==> src/rtl/div_rem_unit_pkg.sv <==
// Shared definitions for the RV32M divide/remainder unit: funct3 encodings,
// FSM states and the fused-result tag payload.
package div_rem_unit_pkg;

    localparam int unsigned XLEN  = 32;
    localparam int unsigned CNT_W = $clog2(XLEN) + 1;

    localparam logic [2:0] F3_DIV  = 3'b100;
    localparam logic [2:0] F3_DIVU = 3'b101;
    localparam logic [2:0] F3_REM  = 3'b110;
    localparam logic [2:0] F3_REMU = 3'b111;

    localparam logic [XLEN-1:0] INT_MIN = {1'b1, {(XLEN-1){1'b0}}};

    typedef enum logic [1:0] {
        IDLE = 2'd0,
        CALC = 2'd1,
        FIX  = 2'd2,
        DONE = 2'd3
    } div_state_t;

    // Operands, signedness and kind of the last completed iterative op, plus both results
    typedef struct packed {
        logic [XLEN-1:0] rs1;
        logic [XLEN-1:0] rs2;
        logic            is_signed;
        logic            is_rem;
        logic [XLEN-1:0] quo;
        logic [XLEN-1:0] rmd;
    } div_tag_t;

endpackage

==> src/rtl/div_rem_unit_if.sv <==
// Issue/result bus between the execute stage and the divide/remainder unit.
interface div_rem_unit_if;

    logic                                 start_i;
    logic [2:0]                           funct3_i;
    logic [div_rem_unit_pkg::XLEN-1:0]    rs1_i;
    logic [div_rem_unit_pkg::XLEN-1:0]    rs2_i;
    logic                                 kill_i;
    logic                                 busy_o;
    logic                                 valid_o;
    logic [div_rem_unit_pkg::XLEN-1:0]    result_o;

    modport master (
        output start_i, funct3_i, rs1_i, rs2_i, kill_i,
        input  busy_o, valid_o, result_o
    );

    modport slave (
        input  start_i, funct3_i, rs1_i, rs2_i, kill_i,
        output busy_o, valid_o, result_o
    );

endinterface

==> src/rtl/div_rem_unit_div_step.sv <==
// One restoring-division iteration: shift in a dividend bit, trial subtract,
// keep the difference when it does not go negative.
module div_rem_unit_div_step
    import div_rem_unit_pkg::*;
(
    input  logic [XLEN-1:0] rem_i,
    input  logic            bit_i,
    input  logic [XLEN-1:0] divisor_i,
    output logic [XLEN-1:0] rem_o_c,
    output logic            q_bit_o_c
);

    logic [XLEN:0] shifted;
    logic [XLEN:0] diff;

    // Extra top bit keeps the borrow visible even for divisors above 2^(XLEN-1)
    assign shifted   = {rem_i, bit_i};
    assign diff      = shifted - {1'b0, divisor_i};
    assign q_bit_o_c = ~diff[XLEN];
    assign rem_o_c   = q_bit_o_c ? diff[XLEN-1:0] : shifted[XLEN-1:0];

endmodule

==> src/rtl/div_rem_unit.sv <==
// Iterative RV32M DIV/DIVU/REM/REMU unit with single-cycle divide-by-zero,
// signed-overflow and fused DIV<->REM fast paths.
module div_rem_unit
    import div_rem_unit_pkg::*;
(
    input  logic          clk,
    input  logic          rst_n,
    div_rem_unit_if.slave bus
);

    div_state_t       state_q, state_d;
    logic [CNT_W-1:0] cnt_q, cnt_d;
    logic [XLEN-1:0]  rem_q, rem_d;
    logic [XLEN-1:0]  dvd_q, dvd_d;
    logic [XLEN-1:0]  dvsr_q, dvsr_d;
    logic [XLEN-1:0]  op_rs1_q, op_rs1_d;
    logic [XLEN-1:0]  op_rs2_q, op_rs2_d;
    logic             op_signed_q, op_signed_d;
    logic             op_rem_q, op_rem_d;
    logic             neg_quo_q, neg_quo_d;
    logic             neg_rem_q, neg_rem_d;
    logic             busy_q, busy_d;
    logic             valid_q, valid_d;
    logic [XLEN-1:0]  result_q, result_d;
    logic             tag_valid_q, tag_valid_d;
    div_tag_t         tag_q, tag_d;

    logic            start_ok, in_signed, in_rem;
    logic            div_zero, sgn_ovf, fuse_hit, fast_hit;
    logic [XLEN-1:0] fast_res, abs_rs1, abs_rs2;
    logic [XLEN-1:0] step_rem, fix_quo, fix_rem;
    logic            step_q;

    // Issue decode and fast-path detection
    always_comb begin
        start_ok  = bus.start_i && (bus.funct3_i inside {F3_DIV, F3_DIVU, F3_REM, F3_REMU});
        in_signed = ~bus.funct3_i[0];
        in_rem    = bus.funct3_i[1];
        div_zero  = (bus.rs2_i == '0);
        sgn_ovf   = in_signed && (bus.rs1_i == INT_MIN) && (bus.rs2_i == '1);
        fuse_hit  = tag_valid_q && (tag_q.rs1 == bus.rs1_i) && (tag_q.rs2 == bus.rs2_i)
                 && (tag_q.is_signed == in_signed) && (tag_q.is_rem != in_rem);
        fast_hit  = div_zero || sgn_ovf || fuse_hit;
        abs_rs1   = (in_signed && bus.rs1_i[XLEN-1]) ? -bus.rs1_i : bus.rs1_i;
        abs_rs2   = (in_signed && bus.rs2_i[XLEN-1]) ? -bus.rs2_i : bus.rs2_i;
        if (div_zero) begin
            fast_res = in_rem ? bus.rs1_i : '1;
        end else if (sgn_ovf) begin
            fast_res = in_rem ? '0 : INT_MIN;
        end else begin
            fast_res = in_rem ? tag_q.rmd : tag_q.quo;
        end
        fix_quo = neg_quo_q ? -dvd_q : dvd_q;
        fix_rem = neg_rem_q ? -rem_q : rem_q;
    end

    div_rem_unit_div_step u_div_step (
        .rem_i     (rem_q),
        .bit_i     (dvd_q[XLEN-1]),
        .divisor_i (dvsr_q),
        .rem_o_c   (step_rem),
        .q_bit_o_c (step_q)
    );

    // Next-state and datapath updates
    always_comb begin
        state_d     = state_q;
        cnt_d       = cnt_q;
        rem_d       = rem_q;
        dvd_d       = dvd_q;
        dvsr_d      = dvsr_q;
        op_rs1_d    = op_rs1_q;
        op_rs2_d    = op_rs2_q;
        op_signed_d = op_signed_q;
        op_rem_d    = op_rem_q;
        neg_quo_d   = neg_quo_q;
        neg_rem_d   = neg_rem_q;
        valid_d     = 1'b0;
        result_d    = result_q;
        tag_valid_d = tag_valid_q;
        tag_d       = tag_q;

        if (bus.kill_i) begin
            state_d     = IDLE;
            tag_valid_d = 1'b0;
        end else begin
            case (state_q)
                IDLE, DONE: begin
                    state_d = IDLE;
                    if (start_ok && fast_hit) begin
                        state_d  = DONE;
                        valid_d  = 1'b1;
                        result_d = fast_res;
                    end else if (start_ok) begin
                        state_d     = CALC;
                        cnt_d       = CNT_W'(XLEN);
                        rem_d       = '0;
                        dvd_d       = abs_rs1;
                        dvsr_d      = abs_rs2;
                        op_rs1_d    = bus.rs1_i;
                        op_rs2_d    = bus.rs2_i;
                        op_signed_d = in_signed;
                        op_rem_d    = in_rem;
                        neg_quo_d   = in_signed && (bus.rs1_i[XLEN-1] ^ bus.rs2_i[XLEN-1]);
                        neg_rem_d   = in_signed && bus.rs1_i[XLEN-1];
                    end
                end
                CALC: begin
                    // Quotient bits enter at the bottom as dividend bits leave the top
                    rem_d = step_rem;
                    dvd_d = {dvd_q[XLEN-2:0], step_q};
                    cnt_d = cnt_q - CNT_W'(1);
                    if (cnt_q == CNT_W'(1)) begin
                        state_d = FIX;
                    end
                end
                FIX: begin
                    state_d     = DONE;
                    valid_d     = 1'b1;
                    result_d    = op_rem_q ? fix_rem : fix_quo;
                    tag_valid_d = 1'b1;
                    tag_d       = '{rs1: op_rs1_q, rs2: op_rs2_q, is_signed: op_signed_q,
                                    is_rem: op_rem_q, quo: fix_quo, rmd: fix_rem};
                end
                default: state_d = IDLE;
            endcase
        end

        busy_d = (state_d == CALC) || (state_d == FIX);
    end

    always_ff @(posedge clk or negedge rst_n) begin
        if (!rst_n) begin
            state_q     <= IDLE;
            cnt_q       <= '0;
            rem_q       <= '0;
            dvd_q       <= '0;
            dvsr_q      <= '0;
            op_rs1_q    <= '0;
            op_rs2_q    <= '0;
            op_signed_q <= 1'b0;
            op_rem_q    <= 1'b0;
            neg_quo_q   <= 1'b0;
            neg_rem_q   <= 1'b0;
            busy_q      <= 1'b0;
            valid_q     <= 1'b0;
            result_q    <= '0;
            tag_valid_q <= 1'b0;
            tag_q       <= '0;
        end else begin
            state_q     <= state_d;
            cnt_q       <= cnt_d;
            rem_q       <= rem_d;
            dvd_q       <= dvd_d;
            dvsr_q      <= dvsr_d;
            op_rs1_q    <= op_rs1_d;
            op_rs2_q    <= op_rs2_d;
            op_signed_q <= op_signed_d;
            op_rem_q    <= op_rem_d;
            neg_quo_q   <= neg_quo_d;
            neg_rem_q   <= neg_rem_d;
            busy_q      <= busy_d;
            valid_q     <= valid_d;
            result_q    <= result_d;
            tag_valid_q <= tag_valid_d;
            tag_q       <= tag_d;
        end
    end

    assign bus.busy_o   = busy_q;
    assign bus.valid_o  = valid_q;
    assign bus.result_o = result_q;

endmodule

==> src/flat_wrapper.sv <==
// flat-port wrapper written by rule: the top's interface ports become plain ports
module div_rem_unit_flat import div_rem_unit_pkg::*;
  (clk, rst_n, bus_start_i, bus_funct3_i, bus_rs1_i, bus_rs2_i, bus_kill_i, bus_busy_o, bus_valid_o, bus_result_o);
  div_rem_unit_if bus_i ();
  input  logic clk;
  input  logic rst_n;
  input wire logic [$bits(bus_i.start_i)-1:0] bus_start_i;
  input wire logic [$bits(bus_i.funct3_i)-1:0] bus_funct3_i;
  input wire logic [$bits(bus_i.rs1_i)-1:0] bus_rs1_i;
  input wire logic [$bits(bus_i.rs2_i)-1:0] bus_rs2_i;
  input wire logic [$bits(bus_i.kill_i)-1:0] bus_kill_i;
  output wire logic [$bits(bus_i.busy_o)-1:0] bus_busy_o;
  output wire logic [$bits(bus_i.valid_o)-1:0] bus_valid_o;
  output wire logic [$bits(bus_i.result_o)-1:0] bus_result_o;
  assign bus_i.start_i = bus_start_i;
  assign bus_i.funct3_i = bus_funct3_i;
  assign bus_i.rs1_i = bus_rs1_i;
  assign bus_i.rs2_i = bus_rs2_i;
  assign bus_i.kill_i = bus_kill_i;
  assign bus_busy_o = bus_i.busy_o;
  assign bus_valid_o = bus_i.valid_o;
  assign bus_result_o = bus_i.result_o;
  div_rem_unit u_core (.clk(clk), .rst_n(rst_n), .bus(bus_i));
endmodule
==> config.mk <==
export PLATFORM = sky130hd
export DESIGN_NAME = div_rem_unit_flat
export DESIGN_NICKNAME = d
export VERILOG_FILES = /design/src/rtl/div_rem_unit_pkg.sv /design/src/rtl/div_rem_unit_if.sv /design/src/rtl/div_rem_unit_div_step.sv /design/src/rtl/div_rem_unit.sv /design/src/flat_wrapper.sv
export SDC_FILE = /design/constraint.sdc
export NUM_CORES = 1
export LEC_CHECK = 0
export BUFFER_PORTS_ARGS = -buffer_cell sky130_fd_sc_hd__buf_2
export CAP_MARGIN = 40
export CORE_MARGIN = 3
export CORE_UTILIZATION = 31
export DETAILED_ROUTE_END_ITERATION = 16
export PLACE_DENSITY_LB_ADDON = 0.25
export SYNTH_ARGS = -nofsm -noshare
export SYNTH_HDL_FRONTEND = slang
export SYNTH_SLANG_ARGS = --single-unit
==> constraint.sdc <==
create_clock -name clk -period 3.66 [get_ports clk]
set_input_delay 0.183 -clock clk [delete_from_list [all_inputs] [get_ports clk]]
set_output_delay 0.183 -clock clk [all_outputs]
set_load 0.01 [all_outputs]
Word-level counts from Yosys, hierarchy flattened
Index checks and enable logic that the tools add are counted.
- register bits: 337
- bits of input ports: 71
- output and inout port bits: 34
- eq/ne operators: 19
- muxes and demuxes: 32
- bitwise operators: 5
- $add $sub $neg: 6
- reductions and logical operators: 25
- operator list (kind ; count):
    $mux W32 ; 16
    $pmux W32 S2 ; 3
    $neg A32 Y32 ; 4
    $eq A32 B32 Y1 ; 2
    $eq A32 B32 Y1 const B ; 2
    $sub A33 B32 Y33 ; 1
    $logic_not A32 Y1 ; 1
    $eq A3 B3 Y1 const B ; 4
    $mux W6 ; 2
    $pmux W6 S2 ; 1
    $logic_and A1 B1 Y1 ; 11
    $reduce_and A4 Y1 ; 2
    $eq A2 B2 Y1 const B ; 3
    $eq A6 B1 Y1 const B ; 1
    $mux W2 ; 3
    $pmux W2 S3 ; 1
    $reduce_bool A2 Y1 ; 3
    $sub A6 B1 Y6 const B ; 1
    $mux W1 ; 5
    $eq A2 B1 Y1 const B ; 2
    $ne A2 B1 Y1 const B ; 2
    $not A1 Y1 ; 4
    $reduce_bool A4 Y1 ; 1
    $logic_or A1 B1 Y1 ; 3
    9 further kinds ; 9

Depth between registers and ports, before layout
- depth after elaboration: 12
- gate-level depth with buffers: 15
- depth with buffers taken out: 12

Hierarchy
Synthesis repeated with hierarchy kept, for this count alone.
- cells, all modules: 2096
- area total of the unflattened synthesis: 20084.3 sq um
- modules (own cells, without submodules) (module ; cells an instance ; instances ; seq. area each (sq um) ; area an instance (sq um)):
    div_rem_unit ; 1791 ; 1 ; 8408.1 ; 17725.8
    div_rem_unit_div_step ; 305 ; 1 ; 0.0 ; 2358.5

Least setup slack after synthesis
OpenSTA, ideal clock, no wires.
- path type: flip-flop to flip-flop
- from: register u_core.dvd_q[31]
- to: register u_core.rem_q[6]
- data required time: 3544 ps
- cell stages (with the launch flop): 15
- slack: 451 ps
- period minus slack after synthesis: 3209 ps
- path buffers: 2
- data arrival time: 3094 ps
- cells stage by stage: dfrtp_1 -> inv_1 -> ha_1 -> fa_1 -> nand2b_1 -> a21oi_1 -> o21a_1 -> o21a_1 -> a21oi_1 -> o31a_1 -> nor3_1 -> clkbuf_1 -> clkbuf_1 -> o2111ai_1 -> o311ai_0
- word-level cells in the longest chain between the ends: 3
- ends and longest elaborated chain (item ; line ; text):
    start, declared ; div_rem_unit.sv:14 ; logic [XLEN-1:0] dvd_q, dvd_d;
    start signal, assigned ; div_rem_unit.sv:154 ; dvd_q <= dvd_d;
    $sub A33 B32 Y33 ; div_rem_unit_div_step.sv:18 ; assign diff = shifted - {1'b0, divisor_i};
    $mux W32 ; div_rem_unit_div_step.sv:20 ; assign rem_o_c = q_bit_o_c ? diff[XLEN-1:0] : shifted[XLEN-1:0];
    $pmux W32 S2 ; div_rem_unit.sv:87 ; case (state_q)
    end signal, assigned ; div_rem_unit.sv:153 ; rem_q <= rem_d;
    end, declared ; div_rem_unit.sv:13 ; logic [XLEN-1:0] rem_q, rem_d;
Every way passes these cells.
A chain may end at the register's enable or synchronous reset.

Final worst setup path
- from: register u_core.dvd_q[31]
- to: register u_core.rem_q[0]
- word-level cells in the longest chain between the ends: 3
- ends and longest elaborated chain (item ; line):
    $sub A33 B32 Y33 ; div_rem_unit_div_step.sv:18
    $mux W32 * ; div_rem_unit_div_step.sv:20
    $pmux W32 S2 * ; div_rem_unit.sv:87
Every way passes the cells marked *; elsewhere a longest branch is shown, timed or not.

==> key figures <==
Status
  • Status: complete, no violations

Yosys
  • Register area share after synthesis: 41.3%
  • Yosys synthesis warning count: 0
  • Synth cell count leaders: dfrtp_1, nand2_1, o21ai_0, a21oi_1, mux2_2
  • Area of the mapped netlist: 0.0204 sq mm
  • Post-synth cell types: 85
  • Synth top area share: 41.3%
  • Main area contributors after synthesis: dfrtp_1, mux2_2, xor2_1
  • Count leader, synth: dfrtp_1
  • Ys async rst share: 100%
  • Area leader, netlist: dfrtp_1
  • EDFF count, synth: 0
  • Synthesized area per cell: 9.58 sq um
  • Post-Syn Nets: 2,238
  • Synth Flop Type: dfrtp_1
  • Mapped Cells: 2,125
  • Yosys reg bits: 336

Die
  • Num rows: 93
  • Die height: 262 microns
  • Top Ports: 105
  • Starting Density: 31.5%
  • Core Area: 0.0647 sq mm
  • Die Width: 262 microns
  • Die area: 0.0688 sq mm

STA
  • Fin. Hold Viols: 0
  • Max-slew violations: 0
  • Tmin final: 3.37 ns
  • Max_slew headroom: 42.0%
  • Slew @ Worst Pin: 0.868 ns
  • Peak Freq: 297 MHz
  • Unrepaired setup endpoints after global routing: false
  • Final period utilization: 92.0%
  • Setup violators final: 0
  • TNS Setup: 0 ns
  • Setup Skew: 0.0306 ns

Final layout
  • Proportion of layout cells with a drive suffix above 1: 19.7%
  • Final net count: 2,332
  • Fillers: 6,553
  • Area growth, synth to finish: 16.4%
  • Core Util, Final: 36.6%

Placed design
  • DP HPWL: 48.1 mm
  • # port buffers: 104
  • Global placer's final weighted congestion: 0.859

Detailed routing
  • Routed vias/inst: 5.33
  • Drt drc: 0
  • Drt total wl: 65.1 mm
  • DRT iter0 DRCs: 1,400
  • Detail Route Antenna Nets: 0
  • WL per Instance: 20.9 microns
  • Vias: 16,600
  • Router iterations before antenna repair: 5

Clock network
  • CTS Root Cell: clkbuf_16
  • Max Buffers Root-to-Sink: 3
  • Clk slew on worst S/H paths: 0.06 ns
  • Clock Latency Late Sink: 0.57 ns
  • Clk sink count: 336
  • CTS tree: built
  • Level count of the clock H-tree: 2
  • TritonCTS Buffers: 40
  • Post-CTS setup buffers: 0

Global route
  • Number of antenna violations at the first check in global routing: 2
  • Remaining Overflow, GRT: 0
  • First-pass GRT wire length: 101 mm
  • Gr usage total: 18.5%
  • Largest net degree at the start of global routing: 107
  • Vias in the first global route: 16,300

Worst setup path
  • CP peak stage delay: 0.42 ns
  • Worst Setup Start Kind: flip-flop
  • Worst path most repeated cell: o21a_1
  • Setup crit end kind: flip-flop
  • Slowest cell on crit path: dfrtp_1
  • Worst Setup Path Type: reg -> reg
  • CP Cell Sequence: inv_1 > ha_1 > fa_1 > nand2b_1 > a21oi_2 > o21a_1 > o21a_1 > a21oi_1 > o31a_1 > or3_4 > buf_4 > a21boi_0 > o41ai_1
  • WP data required: 4.09 ns
  • WP data arrival: 3.79 ns
  • CP max FO: 9

Worst hold path
  • Hold WC Path Type: in -> reg

Run
  • Max-Cap Viols: 0

Power
  • Cell Pwr Density: 710 mW/mm^2
  • Max rail drop VDD: 358 uV
  • Pleak: 10.4 nW
==> per-layer routing <==
metal,global-route usage [%],part of all wire [%],vias to the layer above
met2,27.6,43,484
met1,27.9,49,8226
met3,2.80,5.6,74
li1,-,-,7793
met5,0,0,-
met4,4.76,2.1,0
==> where the power goes <==
part	switching [mW]	total (mW)	internal, mW
registers	1.08	6.28	5.19
clock network	1.68	4.18	2.50
logic	3.60	6.38	2.79
total	6.36	16.8	10.5
==> registers in the layout, summed over array words and instances (netlist names), 2 cells and up <==
signal and flops:
u_core.op_rs2_q 32, u_core.tag_q 130, u_core.bus.result_o 32, u_core.op_rs1_q 32, u_core.cnt_q 6, u_core.dvsr_q 31, u_core.dvd_q 32, u_core.state_q 2
u_core.rem_q 32
==> final timing paths <==
check / startpoint / to / slack, ns / cells after the start
min in group asynchronous: rst_n / u_core.bus.result_o[11]$_DFFE_PN0P_ / 0.18 / 2
worst min-delay path: bus_rs2_i[27] / u_core.op_rs2_q[27]$_DFFE_PN0P_ / 0.04 / 2
worst min register to register: u_core.tag_q[51]$_DFFE_PN0P_ / u_core.tag_q[51]$_DFFE_PN0P_ / 0.47 / 2
max in group asynchronous: rst_n / u_core.tag_q[93]$_DFFE_PN0P_ / 2.35 / 4
worst max register to register: u_core.dvd_q[31]$_DFFE_PN0P_ / u_core.rem_q[0]$_DFFE_PN0P_ / 0.29 / 13
worst max-delay path: u_core.dvd_q[31]$_DFFE_PN0P_ / u_core.rem_q[0]$_DFFE_PN0P_ / 0.29 / 13
==> timing repair <==
item	in CTS	in global routing
hold buffers	25	0
resized for setup	0	3
setup endpoints to repair	0	20
endpoints found under the hold margin	91	0
==> critical path, delay by kind of cell, from the launching register on <==
kind	cells	cell delay (ns)
adders and majority gates	2	0.63
buffers and inverters	2	0.27
AOI/OAI and AO/OA	7	1.32
and+or+nand+nor	2	0.59
DFF	1	0.42
==> cells in the final DEF (no fill, tap or decap), drive strengths merged, types with 18 or more instances in the layout <==
master	netlist	final
a21oi	150	150
a221oi	26	26
buf	53	182
clkbuf	102	56
dfrtp	336	336
dlygate4sd3	0	25
ha	41	41
inv	91	94
mux2	170	170
mux2i	54	54
nand2	220	220
nand3	24	24
nand4	18	18
nor2	102	102
nor3	33	33
nor4	25	25
o21ai	212	212
o31ai	32	32
o41ai	26	26
or4	22	22
xnor2	83	83
xor2	113	113
==> cell families (layout without fill, tap and decap cells) <==
kind of cell,after synthesis,after routing,synth area share (%)
multiplexers,224,224,12.7
other,0,2,0
buffers and inverters,246,372,5.38
AO/OA/AOI/OAI,566,566,17.3
flip-flops,336,336,41.3
AND/OR/NAND/NOR,515,515,12.2
adder cells (fa/ha/maj),42,42,2.62
XOR/XNOR,196,196,8.43
==> metrics by stage <==
stage | area, sq um | worst slack (ns) | power [mW] | hold slack [ns] | std cells
finish | 23700 | 0.294 | 16.8 | 0.0420 | 3108
global route | 23700 | 0.0413 | 17.9 | 0.0355 | 3106
CTS | 23700 | 0.130 | 16.9 | 0.00546 | 3106
detailed placement | 22100 | 0.174 | 12.6 | 0.182 | 3007
global placement | 22000 | 0.236 | 12.4 | 0.171 | 3004
floorplan | 20400 | 0.451 | 10.5 | -0.113 | 2125
==> area by class of cell <==
cell class	instances	area (sq um)	share of cell area, %
multi-input cells	1543	10900	46.0
flip-flops and latches	336	8410	35.5
repair buffers	207	1610	6.78
clock buffers	56	1150	4.86
well taps	855	1070	4.51
inverters	91	342	1.44
clock inverters	18	220	0.929
diodes	2	5.00	0.0211
(Power assumes the default switching activity.)
